===== src/rtl/mips_instr_encoder.sv =====
// Packs symbolic MIPS instruction requests into 32-bit machine words and streams them
// out through a small show-ahead FIFO, tagging each word with its sequential word address.
module mips_instr_encoder #(
    parameter int ADDR_W     = 8,
    parameter int FIFO_DEPTH = 4
) (
    input  logic                            clk,
    input  logic                            rst,
    input  logic                            in_valid,
    output logic                            in_ready,
    input  logic [3:0]                      in_op,
    input  logic [4:0]                      in_rs,
    input  logic [4:0]                      in_rt,
    input  logic [4:0]                      in_rd,
    input  logic [15:0]                     in_imm,
    input  logic [25:0]                     in_target,
    output logic                            out_valid,
    input  logic                            out_ready,
    output logic [31:0]                     out_instr,
    output logic [ADDR_W-1:0]               out_addr,
    output logic                            err_illegal,
    output logic [$clog2(FIFO_DEPTH):0]     fill_count
);
    localparam int PW = $clog2(FIFO_DEPTH);
    localparam int CW = PW + 1;
    localparam logic [CW-1:0] DEPTH_C = CW'(FIFO_DEPTH);

    logic [31:0]       mem_instr [FIFO_DEPTH];
    logic [ADDR_W-1:0] mem_addr  [FIFO_DEPTH];
    logic [PW-1:0]     wr_ptr;
    logic [PW-1:0]     rd_ptr;
    logic [CW-1:0]     count;
    logic [ADDR_W-1:0] addr_cnt;
    logic [31:0]       enc_word;
    logic              enc_legal;
    logic              accept;
    logic              push;
    logic              pop;

    // Opcode/funct map must stay bit-identical to the decoder's.
    always_comb begin
        enc_word  = '0;
        enc_legal = 1'b1;
        case (in_op)
            4'd0:    enc_word = {6'b000000, in_rs, in_rt, in_rd, 5'b00000, 6'b100000};
            4'd1:    enc_word = {6'b000000, in_rs, in_rt, in_rd, 5'b00000, 6'b100010};
            4'd2:    enc_word = {6'b000000, in_rs, in_rt, in_rd, 5'b00000, 6'b100100};
            4'd3:    enc_word = {6'b000000, in_rs, in_rt, in_rd, 5'b00000, 6'b100101};
            4'd4:    enc_word = {6'b000000, in_rs, in_rt, in_rd, 5'b00000, 6'b101010};
            4'd5:    enc_word = {6'b000000, in_rs, in_rt, in_rd, 5'b00000, 6'b011100};
            4'd6:    enc_word = {6'b100011, in_rs, in_rt, in_imm};
            4'd7:    enc_word = {6'b101011, in_rs, in_rt, in_imm};
            4'd8:    enc_word = {6'b001000, in_rs, in_rt, in_imm};
            4'd9:    enc_word = {6'b000100, in_rs, in_rt, in_imm};
            4'd10:   enc_word = {6'b000010, in_target};
            4'd11:   enc_word = '0;
            default: enc_legal = 1'b0;
        endcase
    end

    assign in_ready  = (count < DEPTH_C);
    assign out_valid = (count != '0);
    assign accept    = in_valid && in_ready;
    assign push      = accept && enc_legal;
    assign pop       = out_valid && out_ready;

    assign out_instr  = out_valid ? mem_instr[rd_ptr] : '0;
    assign out_addr   = out_valid ? mem_addr[rd_ptr] : '0;
    assign fill_count = count;

    always_ff @(posedge clk) begin
        if (push) begin
            mem_instr[wr_ptr] <= enc_word;
            mem_addr[wr_ptr]  <= addr_cnt;
        end
    end

    always_ff @(posedge clk) begin
        if (rst) begin
            wr_ptr      <= '0;
            rd_ptr      <= '0;
            count       <= '0;
            addr_cnt    <= '0;
            err_illegal <= 1'b0;
        end else begin
            err_illegal <= accept && !enc_legal;
            if (push) begin
                wr_ptr   <= wr_ptr + PW'(1);
                addr_cnt <= addr_cnt + ADDR_W'(1);
            end
            if (pop) begin
                rd_ptr <= rd_ptr + PW'(1);
            end
            case ({push, pop})
                2'b10:   count <= count + CW'(1);
                2'b01:   count <= count - CW'(1);
                default: count <= count;
            endcase
        end
    end
endmodule


===== config.mk =====
export PLATFORM = sky130hd
export DESIGN_NAME = mips_instr_encoder
export DESIGN_NICKNAME = d
export VERILOG_FILES = /design/src/rtl/mips_instr_encoder.sv
export SDC_FILE = /design/constraint.sdc
export NUM_CORES = 1
export LEC_CHECK = 0
export CAP_MARGIN = 0
export CORE_ASPECT_RATIO = 0.75
export CORE_MARGIN = 5
export CORE_UTILIZATION = 36
export CTS_BUF_LIST = sky130_fd_sc_hd__clkbuf_8
export DETAILED_ROUTE_END_ITERATION = 6
export GPL_ROUTABILITY_DRIVEN = 0
export PLACE_DENSITY = 0.57
export SLEW_MARGIN = 20
export SYNTH_ARGS = -nofsm -noshare
export SYNTH_HDL_FRONTEND = slang
export SYNTH_SLANG_ARGS = --single-unit

===== constraint.sdc =====
create_clock -name clk -period 3.9 [get_ports clk]
set_input_delay 0.585 -clock clk [delete_from_list [all_inputs] [get_ports clk]]
set_output_delay 0.585 -clock clk [all_outputs]
set_load 0.1 [all_outputs]

==> results of run 1 <==
synthesized netlist by cell type, types with 2 or more instances:
cell type,count
o21ai_0,13
mux2_2,3
nand2_1,9
nand3b_1,2
xor2_1,4
nand2b_1,2
a22oi_1,7
ha_1,6
nor2_1,12
nor3b_1,3
nor2b_1,44
and2b_1,2
nor4_1,2
nand3_1,6
o31ai_1,4
or3_1,2
edfxtp_1,152
buf_2,13
buf_4,2
a21oi_1,15
inv_1,11
a221oi_1,2
and3_1,4
buf_6,5
or4_1,3
dfxtp_1,18
clkbuf_1,8
a22o_1,20
mux4_2,38
state kept, by name, indices dropped and copies added, names as in the netlist, named ones only:
name / flops
mem_instr: 120
mem_addr: 32
addr_cnt: 8
fill_count: 3
rd_ptr: 2
wr_ptr: 2
err_illegal: 1
final timing paths:
kind | start | to
worst max-delay path | flop | out_instr[9]
worst min-delay path | rd_ptr[1] | flop
worst max register to register | fill_count[2] | fill_count[2]
worst min register to register | rd_ptr[1] | flop
per-stage QoR:
| step | cells | hold WS [ns] | cell area (um2) | utilization, % |
|---|---|---|---|---|
| floorplan | 434 | 0.475 | 7270 | - |
| global placement | 783 | 0.505 | 8560 | 42.7 |
| detailed placement | 783 | 0.517 | 8560 | 42.7 |
| CTS | 815 | 0.533 | 9050 | 45.2 |
| global route | 815 | 0.561 | 9050 | 45.2 |
| finish | 815 | 0.527 | 9050 | 45.2 |
layout make-up:
cell class | instances | area [um2] | share of cell area [%]
flip-flops and latches | 170 | 4930 | 54.4
multi-input cells | 224 | 2140 | 23.7
repair buffers | 120 | 1130 | 12.4
well taps | 258 | 323 | 3.57
clock inverters | 15 | 255 | 2.82
clock buffers | 17 | 234 | 2.59
inverters | 11 | 41.3 | 0.456
worst min-delay path: stages, from the launching register on:
cell	delay, ns
dfxtp_1	0.33
xor2_1	0.06
nor2_1	0.10
layout by cell type (no fill, tap or decap), types with 3 or more instances in the layout:
master / instances
edfxtp_1: 152
clkdlybuf4s50_1: 70
buf_4: 46
nor2b_1: 43
mux4_2: 38
a22o_1: 20
clkbuf_8: 17
dfxtp_1: 16
a21oi_1: 15
o21ai_0: 13
nor2_1: 12
inv_1: 11
nand2_1: 9
a22oi_1: 7
nand3_1: 6
ha_1: 6
bufinv_16: 6
inv_6: 5
o31ai_1: 4
and3_2: 4
xor2_1: 4
buf_12: 4
nor3b_1: 3
mux2_2: 3
or4_1: 3
report_power, final:
group | switching [mW] | internal, mW
Sequential | 0.121 | 2.14
Clock | 0.648 | 0.840
Combinational | 2.51 | 0.878
Total | 3.28 | 3.86
cells by family after synthesis:
| kind of cell | after synthesis | share of synthesized area [%] |
|---|---|---|
| AOI/OAI and AO/OA | 70 | 6.77 |
| xor gates and xnor gates | 4 | 0.482 |
| adders and majority gates | 7 | 1.31 |
| buffers and inverters | 40 | 2.91 |
| DFF | 170 | 67.8 |
| muxes | 42 | 12.4 |
| other | 1 | 0.0516 |
| and+or+nand+nor | 100 | 8.32 |
routing by layer:
layer	share of wire, %	global-route usage, %	vias to the layer above
met4	0.74	3.16	0
li1	-	-	1931
met1	49	20.5	2124
met5	0	0	-
met2	45	21.0	120
met3	5.3	3.80	10
==> metrics.json, run 1 <==
{
  "status": {
    "status": "completed"
  },
  "synthesis": {
    "synthCells": 434,
    "ys_async_sr_fraction_pct": 0,
    "synthDistinctLibCells": 51,
    "synthFlopType": "edfxtp_1",
    "synthesis.area_per_instance_um2": 16.7,
    "synthDominantAreaCellType": "edfxtp_1",
    "syn_area_um2": 7270,
    "synth.top_cells.by_area": "edfxtp_1 63%, mux4_2 12%, dfxtp_1 5.0%",
    "yosysWarningCount": 0,
    "synth_largest_type_area_fraction_pct": 62.8,
    "syn-num-nets": 506,
    "number_of_enable_flip_flop_cells_after_synthesis": 152,
    "synth-seq-area-share_pct": 67.8,
    "total_of_flip_flops_plus_latches_after_synthesis": 170
  },
  "cells_and_area": {
    "antennaDiodeCount": 0,
    "finish.net_count": 616,
    "final.fill_count": 1755,
    "drive_above_1_share_pct": 24.8,
    "area_added_between_synthesis_and_finish_pct": 24.6
  },
  "floorplanning": {
    "io-pin-count": 111,
    "core_um2": 20000,
    "design.die.area_um2": 23200,
    "die_w_um": 174,
    "chipHeight_um": 133,
    "floorplan.rows": 45,
    "start_util_pct": 36.3
  },
  "setup_path": {
    "critical_path.cell_chain": "buf_12 -> mux4_2 -> nor2b_1 -> buf_4",
    "cp_data_arrival_time_ns": 2.45,
    "cp_num_cells": 4,
    "category_of_the_worst_setup_path_launch_point": "flop",
    "worst_reg_to_reg_cells": 9,
    "critical_path_end_type": "output port",
    "critical-path-top-delay-family": "flip-flops",
    "critPathMaxStageDelay_ns": 0.68,
    "timing.setup.critical_path_class": "flop to output port",
    "timing.critical_path.buf_inv": 2,
    "critical-path-slowest-cell": "dfxtp_2",
    "critical_path_peak_fanout": 26,
    "cp_data_required_time_ns": 3.31,
    "reg2reg_slack_ns": 1.41
  },
  "placement": {
    "post-dp-hpwl_mm": 10.7,
    "portBuffers": 109,
    "detailedPlace.worstSlack_ns": 0.778
  },
  "global_routing": {
    "grt_first_pass_wirelength_mm": 24.7,
    "grt_antenna_before_repair": 0,
    "first_global_vias": 4329,
    "global_route.usage.total_pct": 14.0,
    "grt-ovfl-total": 0,
    "grt_start_max_net_pins": 39
  },
  "min_path": {
    "timing.hold.worst_path_depth": 2,
    "hold_class": "flop to flop"
  },
  "clock_network": {
    "cts.path.max_buffers": 2,
    "clk_latency_ns": 0.44,
    "cts-resized-gates": 0,
    "register_clock_pin_slew_on_the_reported_worst_setup_and_hold_paths_ns": 0.09,
    "cts_setup_buffers": 0,
    "cts.htree.levels": 4,
    "cts_tree": "done",
    "cts_root_buf": "clkbuf_8",
    "cts.sink_count": 170,
    "clock_buffer_count_from_cts": 17,
    "postCtsHoldBufs": 0
  },
  "timing": {
    "final.setup.tns_ns": 0,
    "period_share_pct": 77.7,
    "layout_setup_ws_ns": 0.868,
    "achievable-frequency_mhz": 330,
    "worst_slew_margin_rel_pct": 35.0,
    "clock_skew_ns": 0.0148,
    "worst_margin_pin_slew_ns": 0.971,
    "setup_viol": 0,
    "rsz_0062_raised_after_global_routing": "false",
    "finalMaxSlewViolations": 0,
    "finalCriticalPeriod_ns": 3.03,
    "hold_viol_final": 0
  },
  "route": {
    "first_pass_iters": 4,
    "average_wire_length_per_cell_after_detail_routing_um": 19.7,
    "vias": 4185,
    "routed_wirelength_mm": 16.1,
    "ant_nets": 0,
    "vias_per_cell": 5.13,
    "drc": 0,
    "drt_iter0_drc": 286
  },
  "power_and_ir_drop": {
    "worst_ir_drop_vdd_v": 0.000340,
    "total_leakage_power_nw": 3.07,
    "cellPowerDensity_nw_per_um2": 788,
    "total_power_mw": 7.13
  },
  "job": {
    "max_cap_viol_count": 0
  }
}
No activity file was read; power rests on OpenSTA's default activity.
==> run 2, diff against run 1 <==
Clock period 3.9 ns to 2.8 ns, I/O delays scaled along.
==> run 2 against run 1 <==
Net effect: sequential power grew 39%; non-clock buffer count rose by 9; critical endpoint is now out_instr[11]; register-to-register slack worse by 0.66 ns; final cell count increased by 1.2%; clock skew rose by 0.0013 ns; worst setup slack worse by 0.63 ns; wire length is essentially flat; critical path type unchanged.
==> metrics.json, run 2 (synthesis results as in run 1) <==
{
  "setup_path": {
    "category_of_the_worst_setup_path_launch_point": "flop",
    "r2r-end": "fill_count[2]",
    "critical_path_peak_fanout": {"value": 13, "change": "-50%"},
    "reg2reg_from": "fill_count[2]",
    "reg2reg_slack": {"value": 0.75, "unit": "ns", "change": "-0.66 ns"},
    "timing.setup.critical_path_class": "flop to output port",
    "worst_reg_to_reg_cells": {"value": 9, "change": "unchanged"},
    "cp_data_arrival_time": {"value": 2.14, "unit": "ns", "change": "-0.31 ns"},
    "critical_path_end_type": "output port",
    "cp_data_required_time": {"value": 2.38, "unit": "ns", "change": "-0.93 ns"}
  },
  "floorplanning": {
    "design.die.area": {"value": 23200, "unit": "um2", "change": "unchanged"},
    "start_util": {"value": 36.3, "unit": "%", "change": "unchanged"},
    "floorplan.rows": {"value": 45, "change": "unchanged"},
    "io-pin-count": {"value": 111, "change": "unchanged"},
    "chipHeight": {"value": 133, "unit": "um", "change": "unchanged"},
    "die_w": {"value": 174, "unit": "um", "change": "unchanged"},
    "core": {"value": 20000, "unit": "um2", "change": "unchanged"}
  },
  "global_routing": {
    "global_route.usage.total": {"value": 14.2, "unit": "%", "change": "+0.19 points"},
    "grt_start_max_net_pins": {"value": 40, "change": "+2.6%"},
    "grt-ovfl-total": {"value": 0, "change": "unchanged"},
    "grt_first_pass_wirelength": {"value": 25.2, "unit": "mm", "change": "+1.9%"},
    "grt_antenna_before_repair": {"value": 0, "change": "unchanged"},
    "first_global_vias": {"value": 4375, "change": "+1.1%"}
  },
  "timing": {
    "finalCriticalPeriod_ns": 2.56,
    "finalMaxSlewViolations": {"value": 0, "change": "unchanged"},
    "worst_margin_pin_slew": {"value": 0.810, "unit": "ns", "change": "-0.161 ns"},
    "hold_viol_final": {"value": 0, "change": "unchanged"},
    "achievable-frequency_mhz": 390,
    "worst_slew_margin_rel": {"value": 45.8, "unit": "%", "change": "+11 points"},
    "finalHoldWorstSlack": {"value": 0.524, "unit": "ns", "change": "-0.00365 ns"},
    "rsz_0062_raised_after_global_routing": "false",
    "period_share_pct": 91.5,
    "setup_viol": {"value": 0, "change": "unchanged"},
    "clock_skew": {"value": 0.0161, "unit": "ns", "change": "+0.00128 ns"}
  },
  "clock_network": {
    "cts.htree.levels": {"value": 4, "change": "unchanged"},
    "cts.path.max_buffers": {"value": 2, "change": "unchanged"},
    "clock_buffer_count_from_cts": {"value": 17, "change": "unchanged"},
    "cts-resized-gates": {"value": 0, "change": "unchanged"},
    "cts_setup_buffers": {"value": 0, "change": "unchanged"},
    "cts_root_buf": "clkbuf_8",
    "clk_latency": {"value": 0.44, "unit": "ns", "change": "about the same"},
    "cts.sink_count": {"value": 170, "change": "unchanged"},
    "postCtsHoldBufs": {"value": 0, "change": "unchanged"},
    "cts_tree": "done",
    "register_clock_pin_slew_on_the_reported_worst_setup_and_hold_paths": {"value": 0.08, "unit": "ns", "change": "about the same"}
  },
  "cells_and_area": {
    "finish.net_count": {"value": 625, "change": "+1.5%"},
    "multi_input_comb_area": {"value": 2200, "unit": "um2", "change": "+2.7%"},
    "top_flop_regs": "mem_instr (120), mem_addr (32), addr_cnt (8)",
    "area_added_between_synthesis_and_finish_pct": 33.0,
    "final.fill_count": {"value": 1708, "change": "-2.7%"},
    "max_flop_register": "mem_instr",
    "final_cell_mix": "152 x edfxtp_1, 64 x clkdlybuf4s50_1, 47 x buf_12",
    "layout.area.seq": {"value": 4930, "unit": "um2", "change": "about the same"},
    "post-route-util": {"value": 48.2, "unit": "%", "change": "+3.1 points"},
    "layout.cells.most_common": "edfxtp_1",
    "drive_above_1_share": {"value": 28.4, "unit": "%", "change": "+3.7 points"},
    "largest_reg_flops": {"value": 120, "change": "unchanged"}
  },
  "min_path": {
    "timing.hold.worst_path_depth": {"value": 0, "change": "-2"},
    "hold_class": "flop to flop",
    "min_to": "mem_addr[2][7]",
    "hold_path_startpoint": "addr_cnt[7]"
  },
  "power_and_ir_drop": {
    "cellPowerDensity": {"value": 1130, "unit": "nW/um2", "change": "+43%"},
    "pwr-share-comb": {"value": 53.8, "unit": "%", "change": "+6.4 points"},
    "internal_power": {"value": 6.18, "unit": "mW", "change": "+60%"},
    "sw_frac_of_total": {"value": 43.3, "unit": "%", "change": "-2.6 points"},
    "total_leakage_power": {"value": 3.28, "unit": "nW", "change": "+7.0%"},
    "power_switching": {"value": 4.71, "unit": "mW", "change": "+44%"},
    "worst_ir_drop_vdd": {"value": 0.000622, "unit": "V", "change": "+83%"},
    "p_seq_share": {"value": 28.8, "unit": "%", "change": "-2.9 points"},
    "clock_power_share": {"value": 17.4, "unit": "%", "change": "-3.5 points"}
  },
  "route": {
    "drc": {"value": 0, "change": "unchanged"},
    "vias": {"value": 4197, "change": "+0.29%"},
    "first_pass_iters": {"value": 5, "change": "+1"},
    "drt_iter0_drc": {"value": 235, "change": "-18%"},
    "routed_wirelength": {"value": 16.1, "unit": "mm", "change": "about the same"},
    "ant_nets": {"value": 0, "change": "unchanged"},
    "average_wire_length_per_cell_after_detail_routing": {"value": 19.5, "unit": "um", "change": "-1.3%"},
    "vias_per_cell": {"value": 5.09, "change": "-0.93%"}
  },
  "placement": {
    "post-dp-hpwl": {"value": 11.1, "unit": "mm", "change": "+4.2%"},
    "portBuffers": {"value": 109, "change": "unchanged"}
  },
  "job": {
    "max_cap_viol_count": {"value": 0, "change": "unchanged"}
  },
  "status": {
    "status": "completed"
  }
}
## run 2: changes by cell type in the layout (fill, tap and decap cells not counted), sizes merged, moves of 3 or more
cell	previous run	this run
clkdlybuf4s50	70	64
buf	50	65
inv	17	14
clkinv	1	4
## run 2: final cells by class
cell class / count / share of cell area, %
flip-flops and latches: 170 / 51.0
multi-input cells: 224 / 22.8
repair buffers: 129 / 17.8
well taps: 258 / 3.34
clock buffers: 18 / 2.56
clock inverters: 14 / 2.10
inverters: 11 / 0.427
diodes: 1 / 0.0259
## run 2: worst max path at each step
stage / startpoint / to / cells past startpoint
final: flop / out_instr[11] / 4
after global placement: in_op[2] / fill_count[2] / 10
after floorplan: fill_count[0] / out_instr[10] / 3
after global routing: flop / out_instr[29] / 4
after detailed placement: in_op[2] / fill_count[2] / 10
after CTS: flop / out_instr[29] / 4
## run 2: layer usage
layer	track usage (%)	vias to the layer above	wire length (um)
met5	0	-	0
met4	4.04	0	174
met3	4.31	12	945
met2	21.6	122	7450
met1	19.9	2107	7500
li1	-	1956	-
## run 2: critical path, stage by stage (launching register included)
cell     delay (ns)
dfxtp_4        0.54
buf_12         0.21
mux4_2         0.54
nor2b_1        0.20
buf_12         0.19
## run 2: metrics by stage
| step | setup slack (ns) | area, um2 | power, mW | TNS [ns] | instances |
|---|---|---|---|---|---|
| after floorplan | -0.339 | 7330 | 7.05 | -9.30 | 434 |
| after global placement | 0.392 | 9210 | 9.09 | 0 | 792 |
| after detailed placement | 0.312 | 9210 | 9.13 | 0 | 792 |
| after CTS | 0.164 | 9660 | 11.0 | 0 | 824 |
| after global routing | 0.0995 | 9660 | 11.3 | 0 | 824 |
| final | 0.238 | 9670 | 10.9 | 0 | 825 |
## run 2: power by group through the flow
| stage | registers, mW | clock network [mW] | logic, mW |
|---|---|---|---|
| 3_5_place_dp | 3.21 | 0 | 5.92 |
| 5_1_grt | 3.17 | 2.05 | 6.08 |
| 6_report | 3.14 | 1.89 | 5.86 |
| 4_1_cts | 3.15 | 1.94 | 5.94 |
| 3_3_place_gp | 3.19 | 0 | 5.90 |
| 2_1_floorplan | 3.23 | 0 | 3.81 |
==> run 3, diff against run 2 <==
Settings changed: CELL_PAD_IN_SITES_DETAIL_PLACEMENT set to 0, CELL_PAD_IN_SITES_GLOBAL_PLACEMENT set to 1, CORE_ASPECT_RATIO 0.75 to 2, PLACE_DENSITY 0.57 to 0.66.
==> run 3 against run 2 <==
Net effect: register-to-register slack gained 0.02 ns; critical path depth unchanged; worst setup slack improved by 0.010 ns; fmax grew 0.40%; utilization rose by 0.21 points; sequential power is essentially flat; first-iteration DRC count shrank 35%; sequential share of layout area is 0.11 points higher; via count rose by 1.7%; power is 0.82% lower; non-clock buffer count down 1; final cell count grew 0.24%; critical endpoint is now out_instr[29]; largest power group unchanged; highest routed layer unchanged.
==> metrics.json, run 3 (synthesis results as in run 1) <==
{
  "status": {
    "status": "completed"
  },
  "cells_and_area": {
    "largest_reg_flops": {"value": 120, "change": "unchanged"},
    "finish.instance_area": {"value": 9650, "unit": "um2", "change": "-0.22%"},
    "top_flop_regs": "mem_instr (120), mem_addr (32), addr_cnt (8)",
    "antennaDiodeCount": {"value": 0, "change": "-1"},
    "area_added_between_synthesis_and_finish_pct": 32.7,
    "finish.net_count": {"value": 624, "change": "-0.16%"},
    "layout.cells.most_common": "edfxtp_1",
    "max_flop_register": "mem_instr",
    "drive_above_1_share": {"value": 28.8, "unit": "%", "change": "+0.40 points"},
    "final_cell_mix": "152 x edfxtp_1, 64 x clkdlybuf4s50_1, 48 x buf_12"
  },
  "clock_network": {
    "cts.path.max_buffers": {"value": 2, "change": "unchanged"},
    "cts.htree.levels": {"value": 4, "change": "unchanged"},
    "cts.sink_count": {"value": 170, "change": "unchanged"},
    "cts_tree": "done",
    "clk_latency": {"value": 0.45, "unit": "ns", "change": "about the same"},
    "cts_root_buf": "clkbuf_8",
    "register_clock_pin_slew_on_the_reported_worst_setup_and_hold_paths": {"value": 0.09, "unit": "ns", "change": "about the same"},
    "clock_buffer_count_from_cts": {"value": 17, "change": "unchanged"}
  },
  "global_routing": {
    "global_route.usage.total": {"value": 14.8, "unit": "%", "change": "+0.61 points"},
    "grt_start_max_net_pins": {"value": 40, "change": "unchanged"},
    "grt_antenna_before_repair": {"value": 0, "change": "unchanged"},
    "first_global_vias": {"value": 4668, "change": "+6.7%"},
    "grt-ovfl-total": {"value": 0, "change": "unchanged"},
    "grt_first_pass_wirelength": {"value": 26.2, "unit": "mm", "change": "+4.2%"}
  },
  "timing": {
    "worst_slew_margin_rel": {"value": 54.9, "unit": "%", "change": "+9.1 points"},
    "layout_setup_ws": {"value": 0.248, "unit": "ns", "change": "+0.0101 ns"},
    "rsz_0062_raised_after_global_routing": "false",
    "setup_viol": {"value": 0, "change": "unchanged"},
    "clock_skew": {"value": 0.0108, "unit": "ns", "change": "-0.00533 ns"},
    "hold_viol_final": {"value": 0, "change": "unchanged"},
    "finalCriticalPeriod": {"value": 2.55, "unit": "ns", "change": "-0.0101 ns"},
    "period_share": {"value": 91.1, "unit": "%", "change": "-0.36 points"},
    "worst_margin_pin_slew": {"value": 0.674, "unit": "ns", "change": "-0.136 ns"},
    "finalMaxSlewViolations": {"value": 0, "change": "unchanged"},
    "achievable-frequency": {"value": 392, "unit": "MHz", "change": "+0.40%"},
    "finalHoldWorstSlack": {"value": 0.519, "unit": "ns", "change": "-0.00489 ns"},
    "final.setup.tns": {"value": 0, "unit": "ns", "change": "unchanged"}
  },
  "power_and_ir_drop": {
    "total_power": {"value": 10.8, "unit": "mW", "change": "-0.82%"},
    "total_leakage_power": {"value": 3.26, "unit": "nW", "change": "-0.57%"},
    "cellPowerDensity": {"value": 1120, "unit": "nW/um2", "change": "-0.60%"},
    "worst_ir_drop_vdd": {"value": 0.00103, "unit": "V", "change": "+66%"}
  },
  "floorplanning": {
    "die_w": {"value": 110, "unit": "um", "change": "-37%"},
    "start_util": {"value": 36.5, "unit": "%", "change": "+0.24 points"},
    "io-pin-count": {"value": 111, "change": "unchanged"},
    "floorplan.rows": {"value": 73, "change": "+62%"},
    "core": {"value": 19900, "unit": "um2", "change": "-0.66%"},
    "design.die.area": {"value": 23300, "unit": "um2", "change": "+0.62%"},
    "chipHeight": {"value": 211, "unit": "um", "change": "+59%"}
  },
  "placement": {
    "portBuffers": {"value": 109, "change": "unchanged"},
    "placement.cell_area": {"value": 9220, "unit": "um2", "change": "about the same"},
    "detailedPlace.worstSlack": {"value": 0.309, "unit": "ns", "change": "-0.00295 ns"},
    "post-dp-hpwl": {"value": 11.7, "unit": "mm", "change": "+4.9%"}
  },
  "setup_path": {
    "critical_path_peak_fanout": {"value": 18, "change": "+5"},
    "timing.setup.critical_path_class": "flop to output port",
    "reg2reg_from": "fill_count[0]",
    "critPathMaxStageDelay": {"value": 0.55, "unit": "ns", "change": "about the same"},
    "critical_path.cell_chain": "buf_12 -> mux4_2 -> nor2b_1 -> buf_12",
    "cp_data_required_time": {"value": 2.38, "unit": "ns", "change": "about the same"},
    "crit_top_cell": "buf_12",
    "critical-path-slowest-cell": "mux4_2",
    "category_of_the_worst_setup_path_launch_point": "flop",
    "cp_data_arrival_time": {"value": 2.13, "unit": "ns", "change": "about the same"},
    "critical_path_end_type": "output port"
  },
  "route": {
    "average_wire_length_per_cell_after_detail_routing": {"value": 20.3, "unit": "um", "change": "+4.4%"},
    "vias": {"value": 4268, "change": "+1.7%"},
    "first_pass_iters": {"value": 4, "change": "-1"},
    "drt_iter0_drc": {"value": 152, "change": "-35%"},
    "vias_per_cell": {"value": 5.16, "change": "+1.4%"},
    "drc": {"value": 0, "change": "unchanged"},
    "routed_wirelength": {"value": 16.8, "unit": "mm", "change": "+4.7%"},
    "ant_nets": {"value": 0, "change": "unchanged"}
  },
  "min_path": {
    "hold_path_startpoint": "wr_ptr[1]",
    "hold_class": "flop to flop"
  },
  "job": {
    "max_cap_viol_count": {"value": 0, "change": "unchanged"}
  }
}
## run 3: cell type report
class	count	area [um2]
multi-input cells	224	2200
repair buffers	128	1720
inverters	11	41.3
flip-flops and latches	170	4930
fillers	1781	10300
clock buffers	17	234
well taps	262	328
clock inverters	15	188
## run 3: critical path: cells and delay by family, from the launching register on
family,cells,cell delay [ns]
muxes,1,0.55
DFF,1,0.51
and+or+nand+nor,1,0.18
buffers and inverters,2,0.42
## run 3: path summary, 6_finish.rpt
| kind | cells after the start | slack [ns] | endpoint |
|---|---|---|---|
| hold reg to reg | 2 | 0.52 | wr_ptr[1] |
| hold / removal | 2 | 0.52 | wr_ptr[1] |
| setup / recovery | 4 | 0.25 | out_instr[29] |
| setup reg to reg | 8 | 0.77 | fill_count[2] |
## run 3: where the power goes
group / switching (mW) / leakage [nW] / internal (mW)
logic: 3.75 / 1.49 / 2.12
clock network: 0.911 / 0.211 / 0.901
registers: 0.134 / 1.56 / 2.98
## run 3: what timing repair did
item                       4_1_cts  5_1_grt
resized for setup                0        1
setup endpoints to repair        0        9
setup buffers                    0        0
hold buffers                     0        0
## run 3: per-stage QoR
stage | utilization (%) | std cells
6_report | 48.4 | 827
3_5_place_dp | 46.3 | 795
5_1_grt | 48.4 | 827
2_1_floorplan | - | 434
4_1_cts | 48.4 | 827
3_3_place_gp | 46.3 | 795
## run 3: metal layers
layer | track usage, % | routed length, um | vias up
met5 | 0 | 0 | -
met4 | 5.87 | 355 | 0
met3 | 2.90 | 429 | 16
met2 | 29.7 | 10300 | 86
met1 | 14.6 | 5760 | 2219
li1 | - | - | 1947
